==> config.mk <==
export PLATFORM = sky130hd
export DESIGN_NAME = regbank_v5
export DESIGN_NICKNAME = d
export VERILOG_FILES = /design/src/rtl/regbank_v5_pkg.sv /design/src/rtl/regbank_clr_fsm.sv /design/src/rtl/regbank_v5.sv
export SDC_FILE = /design/constraint.sdc
export NUM_CORES = 1
export LEC_CHECK = 0
export CAP_MARGIN = 20
export CORE_UTILIZATION = 35
export DETAILED_ROUTE_END_ITERATION = 8
export GPL_TIMING_DRIVEN = 0
export HOLD_SLACK_MARGIN = 0.02
export SLEW_MARGIN = 20
export SYNTH_ARGS = -nofsm -noshare
export SYNTH_HDL_FRONTEND = slang
export SYNTH_HIERARCHICAL = 1
export SYNTH_SLANG_ARGS = --single-unit
==> constraint.sdc <==
create_clock -name clk -period 4.88 [get_ports clk]
set_input_delay 0.976 -clock clk [delete_from_list [all_inputs] [get_ports clk]]
set_output_delay 0.976 -clock clk [all_outputs]
set_load 0.005 [all_outputs]
==> src/rtl/regbank_v5_pkg.sv <==
// regbank_v5_pkg: definitions shared by the regbank_v5 register file and its
// clear engine.
//   state_t  - clear-engine state encoding (IDLE=0, SWEEP=1)
//   depth_of - number of entries addressed by an index of the given width
package regbank_v5_pkg;

  typedef enum logic {
    IDLE  = 1'b0,
    SWEEP = 1'b1
  } state_t;

  localparam int unsigned DEF_AWIDTH = 5;

  function automatic int unsigned depth_of(input int unsigned aw);
    return 32'd1 << aw;
  endfunction

  localparam int unsigned DEF_DEPTH = depth_of(DEF_AWIDTH);

endpackage

==> src/rtl/regbank_clr_fsm.sv <==
// regbank_clr_fsm: sequential clear engine for regbank_v5.
// It sweeps one array entry per cycle so the array needs no reset and can be
// mapped to RAM.
//   clk      - system clock
//   reset    - synchronous active-low reset; restarts the sweep from entry 0
//   clear    - soft-clear request; it is only honoured while idle
//   write    - write enable from the datapath, used to flag dropped writes
//   busy     - sweep in progress
//   wr_drop  - one-cycle pulse: a write was discarded because busy was 1
//   clr_we   - zero-write strobe to the array
//   clr_addr - entry being zeroed
module regbank_clr_fsm
  import regbank_v5_pkg::*;
#(
  parameter int unsigned AWIDTH = 5
) (
  input  logic              clk,
  input  logic              reset,
  input  logic              clear,
  input  logic              write,
  output logic              busy,
  output logic              wr_drop,
  output logic              clr_we,
  output logic [AWIDTH-1:0] clr_addr
);

  localparam int unsigned DEPTH = depth_of(AWIDTH);

  state_t            state, state_n;
  logic [AWIDTH-1:0] ptr, ptr_n;

  always_ff @(posedge clk) begin
    if (!reset) begin
      state   <= SWEEP;
      ptr     <= '0;
      wr_drop <= 1'b0;
    end else begin
      state   <= state_n;
      ptr     <= ptr_n;
      wr_drop <= write & busy;
    end
  end

  always_comb begin
    state_n = state;
    ptr_n   = ptr;
    unique case (state)
      IDLE: begin
        if (clear) begin
          state_n = SWEEP;
          ptr_n   = '0;
        end
      end
      SWEEP: begin
        ptr_n = ptr + 1'b1;
        if (ptr == AWIDTH'(DEPTH - 1)) state_n = IDLE;
      end
      default: state_n = SWEEP;
    endcase
  end

  // busy is decoded from the state register, so it matches a registered flag
  // that is set on reset or clear and cleared on the last sweep edge.
  assign busy     = (state == SWEEP);
  assign clr_we   = busy & reset;
  assign clr_addr = ptr;

endmodule

==> src/rtl/regbank_v5.sv <==
// regbank_v5: parametrised register file with 2 read ports and 1 write port.
// It supports an optional hardwired-zero entry 0, optional write-to-read
// bypass and a sequential clear engine.
//   clk, reset       - clock and synchronous active-low reset
//   sr1, sr2         - read indices
//   dr, wrData       - write index and data
//   write            - write enable
//   clear            - soft-clear request
//   rdData1, rdData2 - combinational read data (forced to 0 while busy)
//   busy             - clear sweep in progress
//   wr_drop          - pulse: a write was discarded during a sweep
module regbank_v5
  import regbank_v5_pkg::*;
#(
  parameter int unsigned WIDTH    = 32,
  parameter int unsigned AWIDTH   = 5,
  parameter int unsigned ZERO_REG = 1,
  parameter int unsigned BYPASS   = 1
) (
  input  logic              clk,
  input  logic              reset,
  input  logic [AWIDTH-1:0] sr1,
  input  logic [AWIDTH-1:0] sr2,
  input  logic [AWIDTH-1:0] dr,
  input  logic [WIDTH-1:0]  wrData,
  input  logic              write,
  input  logic              clear,
  output logic [WIDTH-1:0]  rdData1,
  output logic [WIDTH-1:0]  rdData2,
  output logic              busy,
  output logic              wr_drop
);

  localparam int unsigned DEPTH = depth_of(AWIDTH);

  logic [WIDTH-1:0]  regfile [DEPTH];
  logic              clr_we;
  logic [AWIDTH-1:0] clr_addr;
  logic              user_we;

  regbank_clr_fsm #(.AWIDTH(AWIDTH)) u_clr (
    .clk      (clk),
    .reset    (reset),
    .clear    (clear),
    .write    (write),
    .busy     (busy),
    .wr_drop  (wr_drop),
    .clr_we   (clr_we),
    .clr_addr (clr_addr)
  );

  assign user_we = write & ~busy & reset & ~((ZERO_REG != 0) && (dr == '0));

  // Single write port: the sweep and user writes are mutually exclusive
  // (user writes require busy=0), so the array stays RAM-mappable.
  always_ff @(posedge clk) begin
    if (clr_we)       regfile[clr_addr] <= '0;
    else if (user_we) regfile[dr]       <= wrData;
  end

  function automatic logic [WIDTH-1:0] read_port(input logic [AWIDTH-1:0] sr);
    if (busy)                                     return '0;
    else if ((ZERO_REG != 0) && (sr == '0))       return '0;
    else if ((BYPASS != 0) && write && (dr == sr)) return wrData;
    else                                          return regfile[sr];
  endfunction

  always_comb begin
    rdData1 = read_port(sr1);
    rdData2 = read_port(sr2);
  end

endmodule
=== Yosys cells after proc, flatten, opt, wreduce, memory -nomap -nowiden ===
Memories as Yosys holds them, arrays and structs flattened.
Index checks and enable logic that the tools add are counted.

* Add/subtract/negate cells: 1
* Eq/ne operators: 4
* Reductions and logical operators: 6
* Shift-type cells: 0
* Multiply operators: 0
* Div/mod/pow operators: 0
* $lt $le $gt $ge: 0
* Bitwise operators: 7
* Multiplexer cells: 19

{| class="wikitable"
|+ Operators by type and width
! cell !! count
|-
| 32-bit 2-to-1 mux || 7
|-
| 32-bit OR reduction || 1
|-
| 5-bit zero test || 3
|-
| 5-bit equality test || 2
|-
| 5-bit 2-to-1 mux || 2
|-
| 5-bit one-hot mux with 2 select lines || 1
|-
| 1-bit 2-to-1 mux || 8
|-
| 5-bit by 1-bit adder with 5-bit output (second input constant) || 1
|-
| 1-bit AND || 5
|-
| 5-bit equality test (second input constant) || 1
|-
| 1-bit logical AND || 2
|-
| 2-bit inequality test (second input constant) || 1
|-
| 1-bit inverter || 2
|-
| 1-bit one-hot mux with 2 select lines || 1
|}

* Output and inout port bits: 66
* RAM bits: 1,024
* Logic and storage cells: 41
* Memories: 1
* Latch bits: 0
* Register bits: 7
* Memory bits (read-only): 0
* Bits of input ports: 51

{| class="wikitable"
|+ Memories
! name !! depth !! width !! rd ports !! clocked after memory_dff !! write ports !! line !! source
|-
| regfile || 32 || 32 || 2 || 0 || 1 || regbank_v5.sv:36 || <nowiki>logic [WIDTH-1:0] regfile [DEPTH];</nowiki>
|}

=== Depth between registers and ports, before layout ===
* Depth in word-level cells: 9
* Mapped depth: 9
* Mapped depth without buffers: 5

=== By module ===
Netlist, hierarchy kept.

{| class="wikitable"
|+ Modules (own cells, without submodules)
! module !! sequential area each (sq um) !! instances !! cells an instance !! area an instance (sq um)
|-
| regbank_v5 || 30,749.5 || 1 || 2,477 || 47,599.4
|-
| regbank_clr_fsm || 140.1 || 1 || 34 || 312.8
|}

=== Worst setup path before layout ===
Ideal clock, no wire load.

* Path kind: in2reg
* Start point: input port dr[3]
* End point: memory regfile[20][0] (enable)
* Path slack: 0.769 ns
* Buffers on the path: 2
* Stages: 7
* Data required time: 4.459 ns
* Library setup time: 0.421 ns
* Data arrival time: 3.690 ns
* Cells stage by stage: clkbuf_1 > nor4_1 > a211oi_2 > buf_2 > mux2i_1 > nand2_1 > nor2_1

* Cells in the longest elaborated chain, start to end: 8
* Elaborated cells between the ends (all ways): 9
* Classes of those cells: mux (5); bitwise (2); reduce/logical (2)

{| class="wikitable"
|+ Ends and longest elaborated chain
! item !! line !! source
|-
| start: declaration || regbank_v5.sv:24 || <nowiki>input logic [AWIDTH-1:0] dr,</nowiki>
|-
| 5-bit zero test || regbank_v5.sv:52 || <nowiki>assign user_we = write & ~busy & reset & ~((ZERO_REG != 0) && (dr == '0));</nowiki>
|-
| 1-bit inverter || regbank_v5.sv:52 ||
|-
| 1-bit AND || regbank_v5.sv:52 ||
|-
| 1-bit 2-to-1 mux || regbank_v5.sv:58 || <nowiki>else if (user_we) regfile[dr] <= wrData;</nowiki>
|-
| 1-bit 2-to-1 mux || regbank_v5.sv:57 || <nowiki>if (clr_we) regfile[clr_addr] <= '0;</nowiki>
|-
| 1-bit 2-to-1 mux (not written as such) || regbank_v5.sv:58 ||
|-
| 32-bit OR reduction (no source line) || - ||
|-
| 5-bit 2-to-1 mux (no source line) / 1-bit 2-to-1 mux (equally long branches) || - ||
|-
| end: declaration || regbank_v5.sv:36 ||
|}

Parallel ways exist; a longest one is shown, timed or not.

=== Worst setup path in the final report ===
* Start point: input port sr1[1]
* End point: output port rdData1[8]

* Cells in the longest elaborated chain, start to end: 5
* Elaborated cells between the ends (all ways): 7
* Classes of those cells: eq/ne (1); mux (3); reduce/logical (2); memory (1)

{| class="wikitable"
|+ Ends and longest elaborated chain
! item !! line !! source
|-
| start: declaration || regbank_v5.sv:22 || <nowiki>input logic [AWIDTH-1:0] sr1,</nowiki>
|-
| parallel branches: the longest is 3 deep, another holds memory read 32 x 32 bit || - ||
|-
| 32-bit 2-to-1 mux (*) || regbank_v5.sv:63 || <nowiki>else if ((ZERO_REG != 0) && (sr == '0)) return '0;</nowiki>
|-
| 32-bit 2-to-1 mux (*) || regbank_v5.sv:62 || <nowiki>if (busy) return '0;</nowiki>
|-
| end: declaration || regbank_v5.sv:28 || <nowiki>output logic [WIDTH-1:0] rdData1,</nowiki>
|}

Mark *: on every way between the ends.

==> impl_metrics.yaml <==
cts:
  root_buffer: "clkbuf_16"
  numCtsBuffers: 109
  clock_latency_ns: 0.72
  cts.htree.levels: 3
  clock_sinks: 1031
  cts_hold_buf: 0
  clockBufferDepth: 3
  clk_pin_slew_worst_paths_ns: 0.06
  cts_tree: "done"
grt:
  grt_max_degree: 33
  grtUsageMet1_pct: 32.02
  track_usage_pct: 24.07
  grtUsageMet2_pct: 36.41
  first_global_vias: 29580
  overflow: 0
  grt_pass1_wl_um: 229500
  antenna_found_initial: 17
  grtUsageMet3_pct: 9.227
  grt_busiest_layer: "met2"
timing:
  final_max_slew_viol_count: 0
  report.final.hold_viol_count: 0
  maxSlewHeadroom_pct: 18.93
  rsz0062_at_grt: "yes"
  finalSetupViolations: 11
  min_period_ns: 4.936
  min_period_over_period_pct: 101.2
  worst_pin_slew_ns: 1.216
  finalWorstSetupSlack_ns: -0.05648
  skew_ns: 0.02877
  max_freq_mhz: 202.6
logic_synthesis:
  synthArstFlopShare_pct: 0
  syn-num-nets: 2564
  synthCells: 2511
  synth.avg_cell_area_sq_um: 19.08
  synth-seq-cells: 1031
  synth_edf_count: 1024
  yosysSeqAreaShare_pct: 64.47
  ys_warn_count: 6
  synth_flop_cell: "edfxtp_1"
  synth.cell_area_sq_um: 47910
  synth.distinct_cells: 47
route:
  first_pass_iters: 7
  postRouteAntennaNets: 0
  wirelength_um: 167700
  drtIter0Drc: 4244
  vias_per_cell: 6.406
  wl_per_cell_um: 35.86
  drc: 0
  dr_total_vias: 29960
cells_and_area:
  mostFrequentLayoutCells: "1024 x edfxtp_1, 450 x mux4_2, 136 x mux2i_1, 124 x o22ai_1, 112 x clkbuf_16"
  final_nets: 2848
  design_area_sq_um: 57260
  area_growth_pct: 19.52
  final_common_cell: "edfxtp_1"
  drive_gt1_share_pct: 34.48
  final_cells: 4677
hold_path:
  whs_path_depth: 2
  hold_path_end: "u_clr/clr_addr[3]$_SDFFE_PN0P_"
  min-delay-start: "u_clr/clr_addr[3]$_SDFFE_PN0P_"
  hold_class: "reg -> reg"
pwr:
  p_int_mw: 15.05
  power_density_nw_per_um2: 341.7
  clkPwrFrac_pct: 43.1
  p_seq_share_pct: 49.4
  p_sw_mw: 4.515
  p_total_mw: 19.57
  vdd_drop_max_uv: 299.8
  combPwrFrac_pct: 7.5
  leakagePower_nw: 19.79
  switching_share_pct: 23.07
critical_path:
  cp.required_ns: 3.90
  r2r-start: "u_clr/busy$_SDFF_PN1_"
  critPathArrivalTime_ns: 3.96
  reg2reg_depth: 6
  startpoint_type: "primary input"
  cp-end-kind: "primary output"
  crit_fanout: 10
  reg2reg_to: "regfile[8][17]$_DFFE_PP_"
  reg2reg_slack_ns: 0.76
  critical_path_class: "in -> out"
floorplanning:
  floorplan.initialDensity_pct: 35.32
  die_h_um: 372.0
  num_io_pins: 117
  die-width_um: 372.0
  num_rows: 135
  dieArea_sq_um: 138400
  core-area_sq_um: 135600
run:
  cap_violations: 0
run_status:
  status: "finished with violations"
  violations: "negative setup slack"
placement:
  hpwlAfterDp_um: 115000
  io_buffers: 108
  place_congestion: 0.9262
  place_inst: 4464
  postPlaceCellArea_sq_um: 52970
kinds of logic after synthesis:
family | Yosys count | share of synthesized area [%]
AO/OA/AOI/OAI | 452 | 6.973
XOR/XNOR | 10 | 0.1828
adder cells (fa/ha/maj) | 2 | 0.05222
buffers and inverters | 214 | 2.079
flip-flops | 1031 | 64.47
multiplexers | 589 | 24.06
AND/OR/NAND/NOR | 213 | 2.178
synthesized netlist by cell type (2+ instances only):
| cell type | n | share of area, % |
|---|---|---|
| xor2_1 | 5 | 0.091 |
| a22oi_1 | 91 | 1.4 |
| buf_2 | 73 | 0.76 |
| and2_1 | 35 | 0.46 |
| nor2b_1 | 7 | 0.091 |
| o21ai_0 | 33 | 0.34 |
| mux2i_1 | 136 | 2.8 |
| nand4_1 | 2 | 0.026 |
| nand3b_1 | 2 | 0.031 |
| buf_1 | 15 | 0.12 |
| clkbuf_1 | 98 | 0.77 |
| mux4_2 | 450 | 21 |
| o22ai_1 | 124 | 1.6 |
| edfxtp_1 | 1024 | 64 |
| o31ai_1 | 2 | 0.031 |
| xnor2_1 | 5 | 0.091 |
| mux2_2 | 3 | 0.071 |
| o21bai_1 | 31 | 0.49 |
| nor3_1 | 4 | 0.042 |
| or2_2 | 3 | 0.039 |
| nor3b_1 | 5 | 0.078 |
| clkbuf_4 | 3 | 0.047 |
| nor4_1 | 3 | 0.039 |
| o2111a_1 | 30 | 0.71 |
| a221oi_1 | 62 | 1.1 |
| buf_6 | 3 | 0.071 |
| o211a_1 | 2 | 0.042 |
| nand2b_1 | 11 | 0.14 |
| a31oi_1 | 3 | 0.039 |
| nand2_1 | 24 | 0.19 |
| dfxtp_1 | 7 | 0.29 |
| buf_4 | 18 | 0.28 |
| inv_1 | 4 | 0.031 |
| o2111ai_1 | 2 | 0.037 |
| ha_1 | 2 | 0.052 |
| a221o_1 | 31 | 0.65 |
| nor2_1 | 76 | 0.60 |
| nand3_1 | 36 | 0.38 |
| and3_1 | 2 | 0.026 |
| a21oi_1 | 37 | 0.39 |
what timing repair did:
action | in CTS | in global routing
gates resized for setup | 244 | 70
setup buffers | 2 | 1
pin swaps | 7 | 5
endpoints found under the setup margin | 64 | 53
per-layer routing:
layer	share of wire, %	up-vias
li1	-	11600
met2	45	2108
met1	38	15870
met4	3.2	16
met5	0.20	-
met3	14	371
registers in the layout, indices dropped and copies added, names as in the netlist:
register        cells
u_clr/wr_drop       1
u_clr/busy          1
u_clr/clr_addr      5
regfile          1024
metrics by stage:
stage	util (%)	setup TNS [ns]	setup WS [ns]	hold WS, ns
2_1_floorplan	-	0	0.7685	0.5125
3_3_place_gp	37.76	-2122.09	-2.325	0.6335
3_5_place_dp	39.06	-70.77	-1.776	0.6521
4_1_cts	42.06	-0.01540	-0.007647	0.6644
5_1_grt	42.21	-0.02442	-0.01136	0.7132
6_report	42.22	-0.2307	-0.05648	0.7139
how the worst max path moves through the flow:
stage / from / end / slack, ns / cells after the start
after CTS: sr2[1] / rdData2[22] / -0.008 / 8
after detailed placement: sr1[1] / rdData1[13] / -1.78 / 10
after global routing: sr1[1] / rdData1[15] / -0.01 / 9
final: sr1[1] / rdData1[8] / -0.06 / 9
after global placement: reset / regfile[24][17]$_DFFE_PP_ / -2.32 / 7
after floorplan: dr[3] / regfile[20][0]$_DFFE_PP_ / 0.77 / 7
power by group through the flow:
stage / registers, mW / clock network, mW / logic (mW)
after floorplan: 9.84 / 0 / 0.797
after global placement: 9.86 / 0 / 1.33
after detailed placement: 9.85 / 0 / 1.38
after CTS: 9.66 / 8.48 / 1.42
after global routing: 9.66 / 8.80 / 1.50
final: 9.66 / 8.44 / 1.46
final cells by class:
type	instances	area, sq um
sequential	1031	30890
tap	1781	2228
antenna	7	17.52
fill	11680	78370
timing repair buffer	175	2567
inverter	4	18.77
clock buffer	145	2987
buffer	208	1305
clock inverter	60	589.3
multi-input combinational	1266	16660
worst max-delay path, cell delays in order:
cell and delay (ns):
clkdlybuf4s18_2 0.38, buf_6 0.26, buf_6 0.25, buf_4 0.28
nand2b_4 0.30, o22ai_1 0.14, o21ai_2 0.42, o2111a_1 0.37
clkdlybuf4s50_1 0.55
Note: power is estimated with default switching activity, not from simulation.
